**src/rtl/mips32_pkg.sv**
```systemverilog
// Shared types and constants for the mips32 core and its test sequencer.
package mips32_pkg;

   localparam int REG_AW = 5;
   localparam int WORD_W = 32;

   localparam logic [5:0] HLT = 6'h3f;

   typedef enum logic [2:0] {
      ST_IDLE = 3'd0,
      ST_LOAD = 3'd1,
      ST_SEED = 3'd2,
      ST_INIT = 3'd3,
      ST_RUN  = 3'd4,
      ST_DUMP = 3'd5,
      ST_DONE = 3'd6
   } seq_state_e;

endpackage

```
**src/rtl/mips32_seq_cmp.sv**
```systemverilog
// Register-dump comparator: aligns the combinational register read with the
// one-cycle expected ROM, keeps the first mismatch and a running mismatch flag.
module mips32_seq_cmp
   import mips32_pkg::*;
(
   input  logic              clk1,
   input  logic              rst,
   input  logic              clear,
   input  logic              rd_valid,
   input  logic [REG_AW-1:0] rd_idx,
   input  logic [WORD_W-1:0] reg_rdata,
   input  logic [WORD_W-1:0] exp_data,
   output logic              mism_any,
   output logic [REG_AW-1:0] fail_reg,
   output logic [WORD_W-1:0] fail_got
);

   logic              vld_q, vld_d;
   logic [REG_AW-1:0] idx_q, idx_d;
   logic [WORD_W-1:0] got_q, got_d;
   logic              mism_q, mism_d;
   logic [REG_AW-1:0] fail_reg_q, fail_reg_d;
   logic [WORD_W-1:0] fail_got_q, fail_got_d;
   logic              hit_s;

   assign hit_s    = vld_q && (got_q != exp_data);
   assign mism_any = mism_q | hit_s;
   assign fail_reg = fail_reg_q;
   assign fail_got = fail_got_q;

   // Only the first mismatch is captured; later ones only keep mism_q set.
   always_comb begin
      vld_d      = rd_valid;
      idx_d      = rd_idx;
      got_d      = reg_rdata;
      mism_d     = mism_q;
      fail_reg_d = fail_reg_q;
      fail_got_d = fail_got_q;
      if (clear) begin
         vld_d      = 1'b0;
         mism_d     = 1'b0;
         fail_reg_d = '0;
         fail_got_d = '0;
      end else if (hit_s && !mism_q) begin
         mism_d     = 1'b1;
         fail_reg_d = idx_q;
         fail_got_d = got_q;
      end else begin
         mism_d     = mism_q;
      end
   end

   always_ff @(posedge clk1) begin
      if (rst) begin
         vld_q      <= 1'b0;
         idx_q      <= '0;
         got_q      <= '0;
         mism_q     <= 1'b0;
         fail_reg_q <= '0;
         fail_got_q <= '0;
      end else begin
         vld_q      <= vld_d;
         idx_q      <= idx_d;
         got_q      <= got_d;
         mism_q     <= mism_d;
         fail_reg_q <= fail_reg_d;
         fail_got_q <= fail_got_d;
      end
   end

endmodule

```
**src/rtl/mips32_test_sequencer.sv**
```systemverilog
// Boot-and-run sequencer: loads program and register seed into the mips32 core,
// runs it to HLT or timeout, then checks R0..R(CHECK_N-1) against an expected ROM.
module mips32_test_sequencer
   import mips32_pkg::*;
#(
   parameter int MEM_AW  = 10,
   parameter int NREG    = 32,
   parameter int CHECK_N = 6,
   parameter int TIMEOUT = 1024
) (
   input  logic              clk1,
   input  logic              rst,
   input  logic              start,
   input  logic [MEM_AW:0]   prog_len,
   output logic [MEM_AW-1:0] prog_addr,
   input  logic [WORD_W-1:0] prog_data,
   output logic              mem_we,
   output logic [MEM_AW-1:0] mem_addr,
   output logic [WORD_W-1:0] mem_wdata,
   output logic              reg_we,
   output logic [REG_AW-1:0] reg_addr,
   output logic [WORD_W-1:0] reg_wdata,
   output logic [REG_AW-1:0] reg_raddr,
   input  logic [WORD_W-1:0] reg_rdata,
   output logic [REG_AW-1:0] exp_addr,
   input  logic [WORD_W-1:0] exp_data,
   output logic              core_init,
   output logic              core_run,
   input  logic              core_halted,
   output logic              busy,
   output logic              done,
   output logic              pass,
   output logic              timeout,
   output logic [REG_AW-1:0] fail_reg,
   output logic [WORD_W-1:0] fail_got,
   output logic [WORD_W-1:0] cycles
);

   localparam logic [MEM_AW:0]   MAX_LEN  = {1'b1, {MEM_AW{1'b0}}};
   localparam logic [REG_AW-1:0] LAST_REG = REG_AW'(NREG - 1);
   localparam logic [REG_AW:0]   CHK_END  = (REG_AW + 1)'(CHECK_N);
   localparam logic [WORD_W-1:0] TO_LIMIT = WORD_W'(TIMEOUT);

   seq_state_e        state_q, state_d;
   logic [MEM_AW:0]   len_q, len_d;
   logic [MEM_AW:0]   ld_cnt_q, ld_cnt_d;
   logic [MEM_AW-1:0] prog_addr_q, prog_addr_d;
   logic              mem_we_q, mem_we_d;
   logic [MEM_AW-1:0] mem_addr_q, mem_addr_d;
   logic              reg_we_q, reg_we_d;
   logic [REG_AW-1:0] reg_addr_q, reg_addr_d;
   logic [WORD_W-1:0] reg_wdata_q, reg_wdata_d;
   logic [REG_AW:0]   dmp_cnt_q, dmp_cnt_d;
   logic [REG_AW-1:0] reg_raddr_q, reg_raddr_d;
   logic [REG_AW-1:0] exp_addr_q, exp_addr_d;
   logic              core_init_q, core_init_d;
   logic              core_run_q, core_run_d;
   logic              busy_q, busy_d;
   logic              done_q, done_d;
   logic              pass_q, pass_d;
   logic              timeout_q, timeout_d;
   logic [WORD_W-1:0] cycles_q, cycles_d;

   logic [MEM_AW:0]   len_in_s;
   logic [MEM_AW:0]   ld_nxt_s;
   logic [REG_AW-1:0] reg_nxt_s;
   logic [REG_AW:0]   dmp_nxt_s;
   logic [WORD_W-1:0] cyc_nxt_s;
   logic              cmp_clear_s;
   logic              rd_valid_s;
   logic              mism_any_s;

   assign len_in_s  = (prog_len > MAX_LEN) ? MAX_LEN : prog_len;
   assign ld_nxt_s  = ld_cnt_q + (MEM_AW + 1)'(1);
   assign reg_nxt_s = reg_addr_q + REG_AW'(1);
   assign dmp_nxt_s = dmp_cnt_q + (REG_AW + 1)'(1);
   assign cyc_nxt_s = cycles_q + 32'd1;

   mips32_seq_cmp u_cmp (
      .clk1      (clk1),
      .rst       (rst),
      .clear     (cmp_clear_s),
      .rd_valid  (rd_valid_s),
      .rd_idx    (reg_raddr_q),
      .reg_rdata (reg_rdata),
      .exp_data  (exp_data),
      .mism_any  (mism_any_s),
      .fail_reg  (fail_reg),
      .fail_got  (fail_got)
   );

   // Next-state and next-output logic; every output is registered below.
   always_comb begin
      state_d     = state_q;
      len_d       = len_q;
      ld_cnt_d    = ld_cnt_q;
      prog_addr_d = prog_addr_q;
      mem_we_d    = 1'b0;
      mem_addr_d  = mem_addr_q;
      reg_we_d    = 1'b0;
      reg_addr_d  = reg_addr_q;
      reg_wdata_d = reg_wdata_q;
      dmp_cnt_d   = dmp_cnt_q;
      reg_raddr_d = reg_raddr_q;
      exp_addr_d  = exp_addr_q;
      core_init_d = 1'b0;
      core_run_d  = 1'b0;
      pass_d      = pass_q;
      timeout_d   = timeout_q;
      cycles_d    = cycles_q;
      cmp_clear_s = 1'b0;
      rd_valid_s  = 1'b0;
      case (state_q)
         ST_IDLE, ST_DONE: begin
            if (start) begin
               len_d       = len_in_s;
               ld_cnt_d    = '0;
               prog_addr_d = '0;
               pass_d      = 1'b0;
               timeout_d   = 1'b0;
               cycles_d    = '0;
               cmp_clear_s = 1'b1;
               if (len_in_s == '0) begin
                  state_d     = ST_SEED;
                  reg_we_d    = 1'b1;
                  reg_addr_d  = '0;
                  reg_wdata_d = '0;
               end else begin
                  state_d     = ST_LOAD;
               end
            end else begin
               state_d = state_q;
            end
         end
         ST_LOAD: begin
            // The ROM answers one cycle late, so each write trails its read.
            if (ld_cnt_q < len_q) begin
               mem_we_d    = 1'b1;
               mem_addr_d  = ld_cnt_q[MEM_AW-1:0];
               ld_cnt_d    = ld_nxt_s;
               prog_addr_d = (ld_nxt_s < len_q) ? ld_nxt_s[MEM_AW-1:0] : '0;
            end else begin
               state_d     = ST_SEED;
               mem_addr_d  = '0;
               prog_addr_d = '0;
               reg_we_d    = 1'b1;
               reg_addr_d  = '0;
               reg_wdata_d = '0;
            end
         end
         ST_SEED: begin
            if (reg_addr_q == LAST_REG) begin
               state_d     = ST_INIT;
               core_init_d = 1'b1;
               reg_addr_d  = '0;
               reg_wdata_d = '0;
            end else begin
               reg_we_d    = 1'b1;
               reg_addr_d  = reg_nxt_s;
               reg_wdata_d = {{(WORD_W - REG_AW){1'b0}}, reg_nxt_s};
            end
         end
         ST_INIT: begin
            state_d    = ST_RUN;
            core_run_d = 1'b1;
         end
         ST_RUN: begin
            cycles_d = cyc_nxt_s;
            if (core_halted) begin
               state_d     = ST_DUMP;
               dmp_cnt_d   = '0;
               reg_raddr_d = '0;
               exp_addr_d  = '0;
            end else if (cyc_nxt_s == TO_LIMIT) begin
               state_d   = ST_DONE;
               timeout_d = 1'b1;
               pass_d    = 1'b0;
            end else begin
               core_run_d = 1'b1;
            end
         end
         ST_DUMP: begin
            if (dmp_cnt_q < CHK_END) begin
               rd_valid_s  = 1'b1;
               dmp_cnt_d   = dmp_nxt_s;
               reg_raddr_d = (dmp_nxt_s < CHK_END) ? dmp_nxt_s[REG_AW-1:0] : '0;
               exp_addr_d  = (dmp_nxt_s < CHK_END) ? dmp_nxt_s[REG_AW-1:0] : '0;
            end else begin
               state_d     = ST_DONE;
               pass_d      = ~mism_any_s;
               reg_raddr_d = '0;
               exp_addr_d  = '0;
            end
         end
         default: begin
            state_d = ST_IDLE;
         end
      endcase
      busy_d = (state_d != ST_IDLE) && (state_d != ST_DONE);
      done_d = (state_d == ST_DONE);
   end

   always_ff @(posedge clk1) begin
      if (rst) begin
         state_q     <= ST_IDLE;
         len_q       <= '0;
         ld_cnt_q    <= '0;
         prog_addr_q <= '0;
         mem_we_q    <= 1'b0;
         mem_addr_q  <= '0;
         reg_we_q    <= 1'b0;
         reg_addr_q  <= '0;
         reg_wdata_q <= '0;
         dmp_cnt_q   <= '0;
         reg_raddr_q <= '0;
         exp_addr_q  <= '0;
         core_init_q <= 1'b0;
         core_run_q  <= 1'b0;
         busy_q      <= 1'b0;
         done_q      <= 1'b0;
         pass_q      <= 1'b0;
         timeout_q   <= 1'b0;
         cycles_q    <= '0;
      end else begin
         state_q     <= state_d;
         len_q       <= len_d;
         ld_cnt_q    <= ld_cnt_d;
         prog_addr_q <= prog_addr_d;
         mem_we_q    <= mem_we_d;
         mem_addr_q  <= mem_addr_d;
         reg_we_q    <= reg_we_d;
         reg_addr_q  <= reg_addr_d;
         reg_wdata_q <= reg_wdata_d;
         dmp_cnt_q   <= dmp_cnt_d;
         reg_raddr_q <= reg_raddr_d;
         exp_addr_q  <= exp_addr_d;
         core_init_q <= core_init_d;
         core_run_q  <= core_run_d;
         busy_q      <= busy_d;
         done_q      <= done_d;
         pass_q      <= pass_d;
         timeout_q   <= timeout_d;
         cycles_q    <= cycles_d;
      end
   end

   assign prog_addr = prog_addr_q;
   assign mem_we    = mem_we_q;
   assign mem_addr  = mem_addr_q;
   assign mem_wdata = mem_we_q ? prog_data : '0;
   assign reg_we    = reg_we_q;
   assign reg_addr  = reg_addr_q;
   assign reg_wdata = reg_wdata_q;
   assign reg_raddr = reg_raddr_q;
   assign exp_addr  = exp_addr_q;
   assign core_init = core_init_q;
   assign core_run  = core_run_q;
   assign busy      = busy_q;
   assign done      = done_q;
   assign pass      = pass_q;
   assign timeout   = timeout_q;
   assign cycles    = cycles_q;

endmodule

```
**config.mk**
```make
export PLATFORM = sky130hd
export DESIGN_NAME = mips32_test_sequencer
export DESIGN_NICKNAME = d
export VERILOG_FILES = /design/src/rtl/mips32_pkg.sv /design/src/rtl/mips32_seq_cmp.sv /design/src/rtl/mips32_test_sequencer.sv
export SDC_FILE = /design/constraint.sdc
export NUM_CORES = 1
export LEC_CHECK = 0
export ABC_CLOCK_PERIOD_IN_PS = 4000
export CAP_MARGIN = 0
export CORE_MARGIN = 8
export CORE_UTILIZATION = 45
export CTS_CLUSTER_DIAMETER = 50
export DETAILED_ROUTE_END_ITERATION = 12
export PLACE_DENSITY_LB_ADDON = 0.1
export SYNTH_ARGS = -nofsm -noshare
export SYNTH_HDL_FRONTEND = slang
export SYNTH_SLANG_ARGS = --single-unit
```
**constraint.sdc**
```tcl
create_clock -name clk1 -period 4 [get_ports clk1]
set_input_delay 1 -clock clk1 [delete_from_list [all_inputs] [get_ports clk1]]
set_output_delay 1 -clock clk1 [all_outputs]
set_load 0.01 [all_outputs]
```
==> metrics.txt, run 1 <==
status completed; CTS clock-pin slew for the worst setup and hold paths 0.08 ns; CP Class reg2reg; grt ovf 0; Crit path max-delay family simple AND/OR/NAND/NOR gates; IO Count 287; CP endpoint kind register; switch share 0.280; Final #Nets 1370; met1 WL about 11000 um; first-pass GRT wire length between 40000 and 50000 um; fin. max-slew vios 0; GRT Util Overall 0.210; fmax 301 MHz; share of cells above drive strength 1 0.0489; internal power between 2 and 3 mW; Avg Cell Area, Syn around 8.6 um^2; met2 WL around 13000 um; min Tclk post-route 3.32 ns; Slew HR 0.234; die area 24100 um^2; CP required ~4.3 ns; placer congestion estimate between 0.8 and 0.9; Pleak about 4.2 nW; area grow syn2layout 36.2%; CP Buf/Inv Count 0; ant diodes 0; H-tree depth 4; drt pass-1 iters 4; number of core rows 51; most frequent cells after synthesis dfxtp_1, nor2_1, nand2_1; CP arrival roughly 3.6 ns; Syn Inst Count just over 1000; area share of the largest cell type after synthesis 0.405; vias in the first global route 7356; Iter 0 DRT Violations 443; Power Dens Cells roughly 340 nW/um^2; Die H 155 um; largest cells by area after synthesis dfxtp_1, mux2i_1, nor2_1; sw power ~1.1 mW; post-synthesis cell type count 65; root buf cell clkbuf_16; top-count cell post-synth dfxtp_1; input/output buffers approximately 260; slowest stage cell, crit path or4_1; top sig layer met4; Final WS setup about 0.68 ns; number of fill cells in the layout 1757; Hold Buf Count CTS 0; yosys warns 0; CP Launch Type register; Remaining DRCs 0; register bit count reported by yosys about 180; setup TNS 0 ns; Resize count post-CTS 0; WL per Instance around 17 um; met3 wire len ~1600 um; Multi-input gate area approximately 4700 um^2; via count around 7900; Core Box Area around 19000 um^2; register area 3540 um^2; final antenna-violating net count 0; Via density approximately 5.2; Total Routed Length between 20000 and 30000 um; clock power share 0.393; clk buf depth 2; mapped cell area between 8000 and 9000 um^2; final setup violation count 0; Post-synth ARST share 0; Least-Margin Pin Slew roughly 1.1 ns; post-synth top area cell dfxtp_1; crit-path cells ha_1 -> nand4_4 -> or4_1 -> or3_4 -> o31ai_2 -> nand4_1 -> nor4_2 -> nor3b_1 -> o2bb2ai_1; CTS tree built; worst slack, placed 0.635 ns; Inserted Clock Buffers 17; period utilization 0.830; delay of the slowest critical-path stage ~0.65 ns; type of the most critical hold path reg2reg; post-CTS setup buffer count 0; crit-path max FO 8; max-capacitance violation count 0; ys flop type dfxtp_1; Post-DP HPWL roughly 20000 um; clock sinks approximately 180; worst clock skew roughly 0.016 ns; initial antenna violation count 0; width of the die about 160 um; sequential area share after synthesis 0.405; Seq pwr share 0.456; Gate power share 0.152; final hold viol count 0; starting density of the core 0.454; RSZ-0062 raised after global routing false; Clk Latency, worst-skew pair 0.44 ns; Post-synth EDFFs 0; largest net degree at the start of global routing 67; peak supply drop between 300 and 400 uV
[per-stage QoR]
stage / std cells / utilization / instance area [um^2] / power, mW / hold slack [ns]
CTS: 1512 / 0.618 / 11900 / 4.12 / 0.458
finish: 1512 / 0.618 / 11900 / 4.08 / 0.450
detailed placement: 1480 / 0.588 / 11300 / 2.52 / 0.442
floorplan: 1042 / - / 8840 / 2.24 / 0.434
global placement: 1480 / 0.588 / 11300 / 2.51 / 0.435
global route: 1512 / 0.618 / 11900 / 4.25 / 0.478
[worst reg2reg max path, stage by stage, from the launching register on]
cell and delay [ns]:
dfxtp_1 0.50, ha_1 0.37, nand4_4 0.18, or4_1 0.65
or3_4 0.46, o31ai_2 0.25, nand4_1 0.18, nor4_2 0.33
nor3b_1 0.13, o2bb2ai_1 0.14
[cell families (layout without fill, tap and decap cells)]
kind of cell	Yosys count	count (layout)	share of synthesized area
AO/OA/AOI/OAI	195	195	0.142
XOR/XNOR	50	50	0.0501
adder cells (fa/ha/maj)	26	26	0.0369
buffers and inverters	118	323	0.0693
flip-flops	177	177	0.405
multiplexers	43	43	0.0492
other	1	27	0.000429
AND/OR/NAND/NOR	406	406	0.246
[power groups by stage]
stage / clock network, mW / logic (mW) / registers (mW)
after floorplan: 0 / 0.366 / 1.87
after global placement: 0 / 0.615 / 1.90
after detailed placement: 0 / 0.620 / 1.90
after CTS: 1.63 / 0.623 / 1.86
after global routing: 1.70 / 0.680 / 1.87
final: 1.60 / 0.618 / 1.86
[placed cells by master, fill, tap and decap left out, drive strengths merged, types with 12 or more instances in the layout]
cell / instances
nand4: 27
nand3: 36
a22o: 17
xnor2: 42
or3: 12
inv: 28
a21oi: 61
nor2: 114
nor4: 16
nand2: 63
dfxtp: 177
and3: 13
clkbuf: 18
o21ai: 51
and2: 41
clkdlybuf4s50: 258
nor2b: 39
mux2i: 43
ha: 25
conb: 27
[metal layers]
| layer | global-route usage | vias to the layer above |
|---|---|---|
| li1 | - | 3938 |
| met1 | 0.257 | 3676 |
| met2 | 0.361 | 258 |
| met3 | 0.0447 | 23 |
| met4 | 0.0675 | 0 |
| met5 | 0 | - |
[final timing paths]
check	from	end	slack, ns	cells after the start
max	cycles[1]	busy	0.68	9
min	prog_addr[7]	prog_addr[7]	0.45	2
max reg2reg	cycles[1]	busy	0.68	9
min reg2reg	prog_addr[7]	prog_addr[7]	0.45	2
[cell type report]
class	count	area share
clock inverter	14	0.0121
clock buffer	18	0.0361
timing repair buffer	269	0.225
tap	265	0.0279
multi-input combinational	747	0.394
sequential	177	0.298
inverter	22	0.00694
Note: power is estimated with default switching activity, not from simulation.
==> run 2, diff against run 1 <==
--- a/config.mk
+++ b/config.mk
@@ -5,7 +5,7 @@
 export SDC_FILE = /design/constraint.sdc
 export NUM_CORES = 1
 export LEC_CHECK = 0
-export ABC_CLOCK_PERIOD_IN_PS = 4000
+export ABC_CLOCK_PERIOD_IN_PS = 3500
 export CAP_MARGIN = 0
 export CORE_MARGIN = 8
 export CORE_UTILIZATION = 45
==> constraint.sdc (replaced) <==
create_clock -name clk1 -period 3.5 [get_ports clk1]
set_input_delay 0.875 -clock clk1 [delete_from_list [all_inputs] [get_ports clk1]]
set_output_delay 0.875 -clock clk1 [all_outputs]
set_load 0.01 [all_outputs]
==> metrics.txt, run 2 (same netlist as run 1, synthesis figures left out) <==
clk buf depth 2; Slew HR 0.232; post-CTS setup buffer count 0; status completed; final hold viol count 0; H-tree depth 4; Power Dens Cells between 300 and 400 nW/um^2; Least-Margin Pin Slew about 1.1 ns; fmax approximately 310 MHz; Core Box Area between 15000 and 20000 um^2; CP required about 3.8 ns; fin. max-slew vios 0; type of the most critical hold path reg2reg; share of cells above drive strength 1 0.0564; period utilization 0.932; most frequent cells in the layout clkdlybuf4s50_1, dfxtp_1, nor2_1; Multi-input gate area 4690 um^2; WL per Instance roughly 17 um; Post-DP HPWL ~20000 um; input/output buffers roughly 260; Clk Latency, worst-skew pair about 0.43 ns; worst clock skew 0.0157 ns; Total Routed Length 26600 um; Hold Buf Count CTS 0; Iter 0 DRT Violations roughly 450; root buf cell clkbuf_16; peak supply drop 357 uV; area grow syn2layout 37.4%; CTS clock-pin slew for the worst setup and hold paths 0.07 ns; final setup violation count 0; Final #Nets roughly 1400; CP Class reg2reg; starting density of the core 0.454; Resize count post-CTS 0; worst r2r src cycles[0]; min Tclk post-route roughly 3.3 ns; initial antenna violation count 1; placer congestion estimate 0.865; die area 24100 um^2; CP endpoint kind register; Pleak 4.29 nW; clock sinks around 180; CTS tree built; CP arrival ~3.6 ns; vias in the first global route 7426; drt pass-1 iters 4; crit-path max FO 9; RSZ-0062 raised after global routing false; worst r2r dst busy; Critical Path End busy; Die H 155 um; final antenna-violating net count 0; grt ovf 0; R2R setup slack ~0.24 ns; Remaining DRCs 0; via count 7946; CP Launch Type register; Via density around 5.2; IO Count ~290; setup TNS 0 ns; max-capacitance violation count 0; width of the die ~160 um; R2R cell count 9; Finished Layout Cells about 1500; Inserted Clock Buffers 17; GRT Util Overall 0.212; commonest non-fill, non-tap cell in the layout clkdlybuf4s50_1; register area approximately 3500 um^2; placed insts ~1500; number of core rows 51; Final Power roughly 4.8 mW; largest net degree at the start of global routing 47; number of fill cells in the layout between 1500 and 2000; Crit. Startpoint cycles[0]; first-pass GRT wire length 40900 um
[run 2: cell count changes in the layout (fill, tap and decap cells not counted), moves of 2 or more]
cell,delta
buf_4,+11
inv_6,+2
bufinv_16,+2
clkinv_8,-3
clkinv_4,-2
[run 2: per-layer routing]
layer	vias up	global-route usage	share of wire
li1	3959	-	-
met1	3700	0.258	0.43
met3	25	0.0516	0.068
met2	262	0.364	0.49
met5	-	0	0
met4	0	0.0596	0.013
[run 2: stage by stage]
step	area, um^2	worst slack, ns	utilization	hold slack [ns]
floorplan	8840	0.621	-	0.434
global placement	11400	0.396	0.593	0.436
detailed placement	11400	0.323	0.593	0.447
CTS	12000	0.243	0.623	0.461
global route	12000	0.0756	0.623	0.490
finish	12000	0.238	0.623	0.456
[run 2: worst min path at each step]
stage,startpoint,to,slack [ns],cells past startpoint
3_3_place_gp,prog_addr[2],prog_addr[2],0.44,2
3_5_place_dp,prog_addr[8],prog_addr[8],0.45,2
2_1_floorplan,dmp_cnt_q[3],dmp_cnt_q[3],0.43,2
4_1_cts,prog_addr[8],prog_addr[8],0.46,2
6_report,prog_addr[8],prog_addr[8],0.46,2
5_1_grt,dmp_cnt_q[4],dmp_cnt_q[4],0.49,1
[run 2: area by class of cell]
| class | instances | share of cell area |
|---|---|---|
| Tap cell | 265 | 0.0276 |
| Inverter | 22 | 0.00687 |
| Clock buffer | 19 | 0.0360 |
| Multi-Input combinational cell | 747 | 0.391 |
| Timing Repair Buffer | 281 | 0.231 |
| Sequential cell | 177 | 0.295 |
| Antenna cell | 1 | 0.000208 |
| Clock inverter | 12 | 0.0122 |
[run 2: critical path: stages, from the launching register on]
cell       delay (ns)
dfxtp_1          0.48
ha_1             0.34
nand4_4          0.18
or4_1            0.65
or3_4            0.45
o31ai_2          0.22
nand4_1          0.19
nor4_2           0.35
nor3b_1          0.14
o2bb2ai_1        0.14
[run 2: where the power goes]
part,internal (mW),switching [mW]
Clock,1.07,0.838
Sequential,2.06,0.0593
Combinational,0.357,0.370
Total,3.49,1.27
==> patch (flow settings as in run 1) <==
Set the package constant `REG_AW` to 3 (it was 5).
--- a/src/rtl/mips32_pkg.sv
+++ b/src/rtl/mips32_pkg.sv
@@ -1,7 +1,7 @@
 // Shared types and constants for the mips32 core and its test sequencer.
 package mips32_pkg;
 
-   localparam int REG_AW = 5;
+   localparam int REG_AW = 3;
    localparam int WORD_W = 32;
 
    localparam logic [5:0] HLT = 6'h3f;
Ports: changed (resized exp_addr, fail_reg, reg_addr and reg_raddr); port bits go from 287 to 279. No check against the original RTL was run, so the function may have changed too.
==> patch against run 1 <==
- design area is 4.3% lower
- first-iteration DRC count is 27% lower
- synthesized area is 5.8% lower
- count of clock-buffer cells in the layout grew 3
- wire length fell by 1.8%
- worst setup slack better by 0.14 ns
- total power down 2.4%
- hold slack lost 0.011 ns
- critical path depth did not move
- clock power grew 9%
- sequential cell count decreased by 10
- die area decreased by 5.2%
- critical endpoint unchanged
- largest cell class unchanged
- highest routed layer is now met5
==> patch: results (changes against run 1) <==
Synthesis
  – Syn_area_per_cell: 8.605 sq um (was 8.603 sq um)
  – Synth cell types: 66 (was 65)
  – Top cells by count, synth: dfxtp_1 (167), nor2_1 (113), nand2_1 (68), o21ai_0 (53), xor2_1 (41) (was dfxtp_1 (177), nor2_1 (114), nand2_1 (63), a21oi_1 (61), o21ai_0 (51))

Finish
  – Clock buffer cells: 21 (was 18)
  – Fraction of area in multi-input gates: 0.3884 (was 0.3943)
  – Layout cells sized above 1: 0.05374 (was 0.04892)
  – Final net count: 1314 (was 1370)
  – Clock-cell share: 0.05557 (was 0.04815)
  – Number of fill cells in the layout: 1610 (was 1757)

Placement
  – Buffers on Ports: 249 (was 259)
  – # placed instances: 1388 (was 1480)
  – Dpl cell area: 10750 sq um (was 11330 sq um)
  – Placer Congestion: 0.8915 (was 0.8464)

Hold path
  – Hold path endpoint: prog_addr[5]$_SDFFE_PP0P_ (was prog_addr[7]$_SDFFE_PP0P_)

Floorplanning
  – Core area: 17960 sq um (was 19270 sq um)

Drt
  – First-pass DRT Iterations: 5 (was 4)
  – Routed WL: 25.61 mm (was 26.08 mm)
  – DR top layer: met5 (was met4)
  – Met1 WL: 10.46 mm (was 11.24 mm)

Global routing
  – Met3 Use GR: 0.05946 (was 0.04466)
  – Largest net degree at the start of global routing: 57 (was 67)
  – First-pass GRT wire length: 39.27 mm (was 40.61 mm)
  – Vias in the first global route: 7239 (was 7356)

Run status
  – Run status: finished, final reports clean (unchanged)

STA
  – Hold WS: 0.4390 ns (was 0.4502 ns)

Worst setup path
  – Reg2reg start: cycles[0]$_SDFFE_PP0P_ (was cycles[1]$_SDFFE_PP0P_)

Power and ir drop
  – Sequential power: 0.00174 W (was 0.00186 W)
-- patch: cell count changes in the layout (fill, tap and decap cells not counted), sizes merged, moves of 7 or more --
| cell | change |
|---|---|
| a21oi | -24 |
| clkdlybuf4s50 | -10 |
| dfxtp | -10 |
| nand3 | -7 |
| nand4 | -8 |
| nor3 | +10 |
| or3 | -7 |
| or4 | -8 |
| xnor2 | -32 |
| xor2 | +33 |
-- patch: kinds of logic (layout without fill, tap and decap cells) --
kind of cell / count (synthesis) / after routing / synth area share
flip-flops: 167 / 167 / 0.4060
AO/OA/AOI/OAI: 177 / 177 / 0.1442
buffers and inverters: 116 / 322 / 0.07049
adder cells (fa/ha/maj): 25 / 25 / 0.03798
multiplexers: 40 / 40 / 0.04953
XOR/XNOR: 51 / 51 / 0.05424
other: 1 / 32 / 0.0004554
AND/OR/NAND/NOR: 380 / 380 / 0.2372
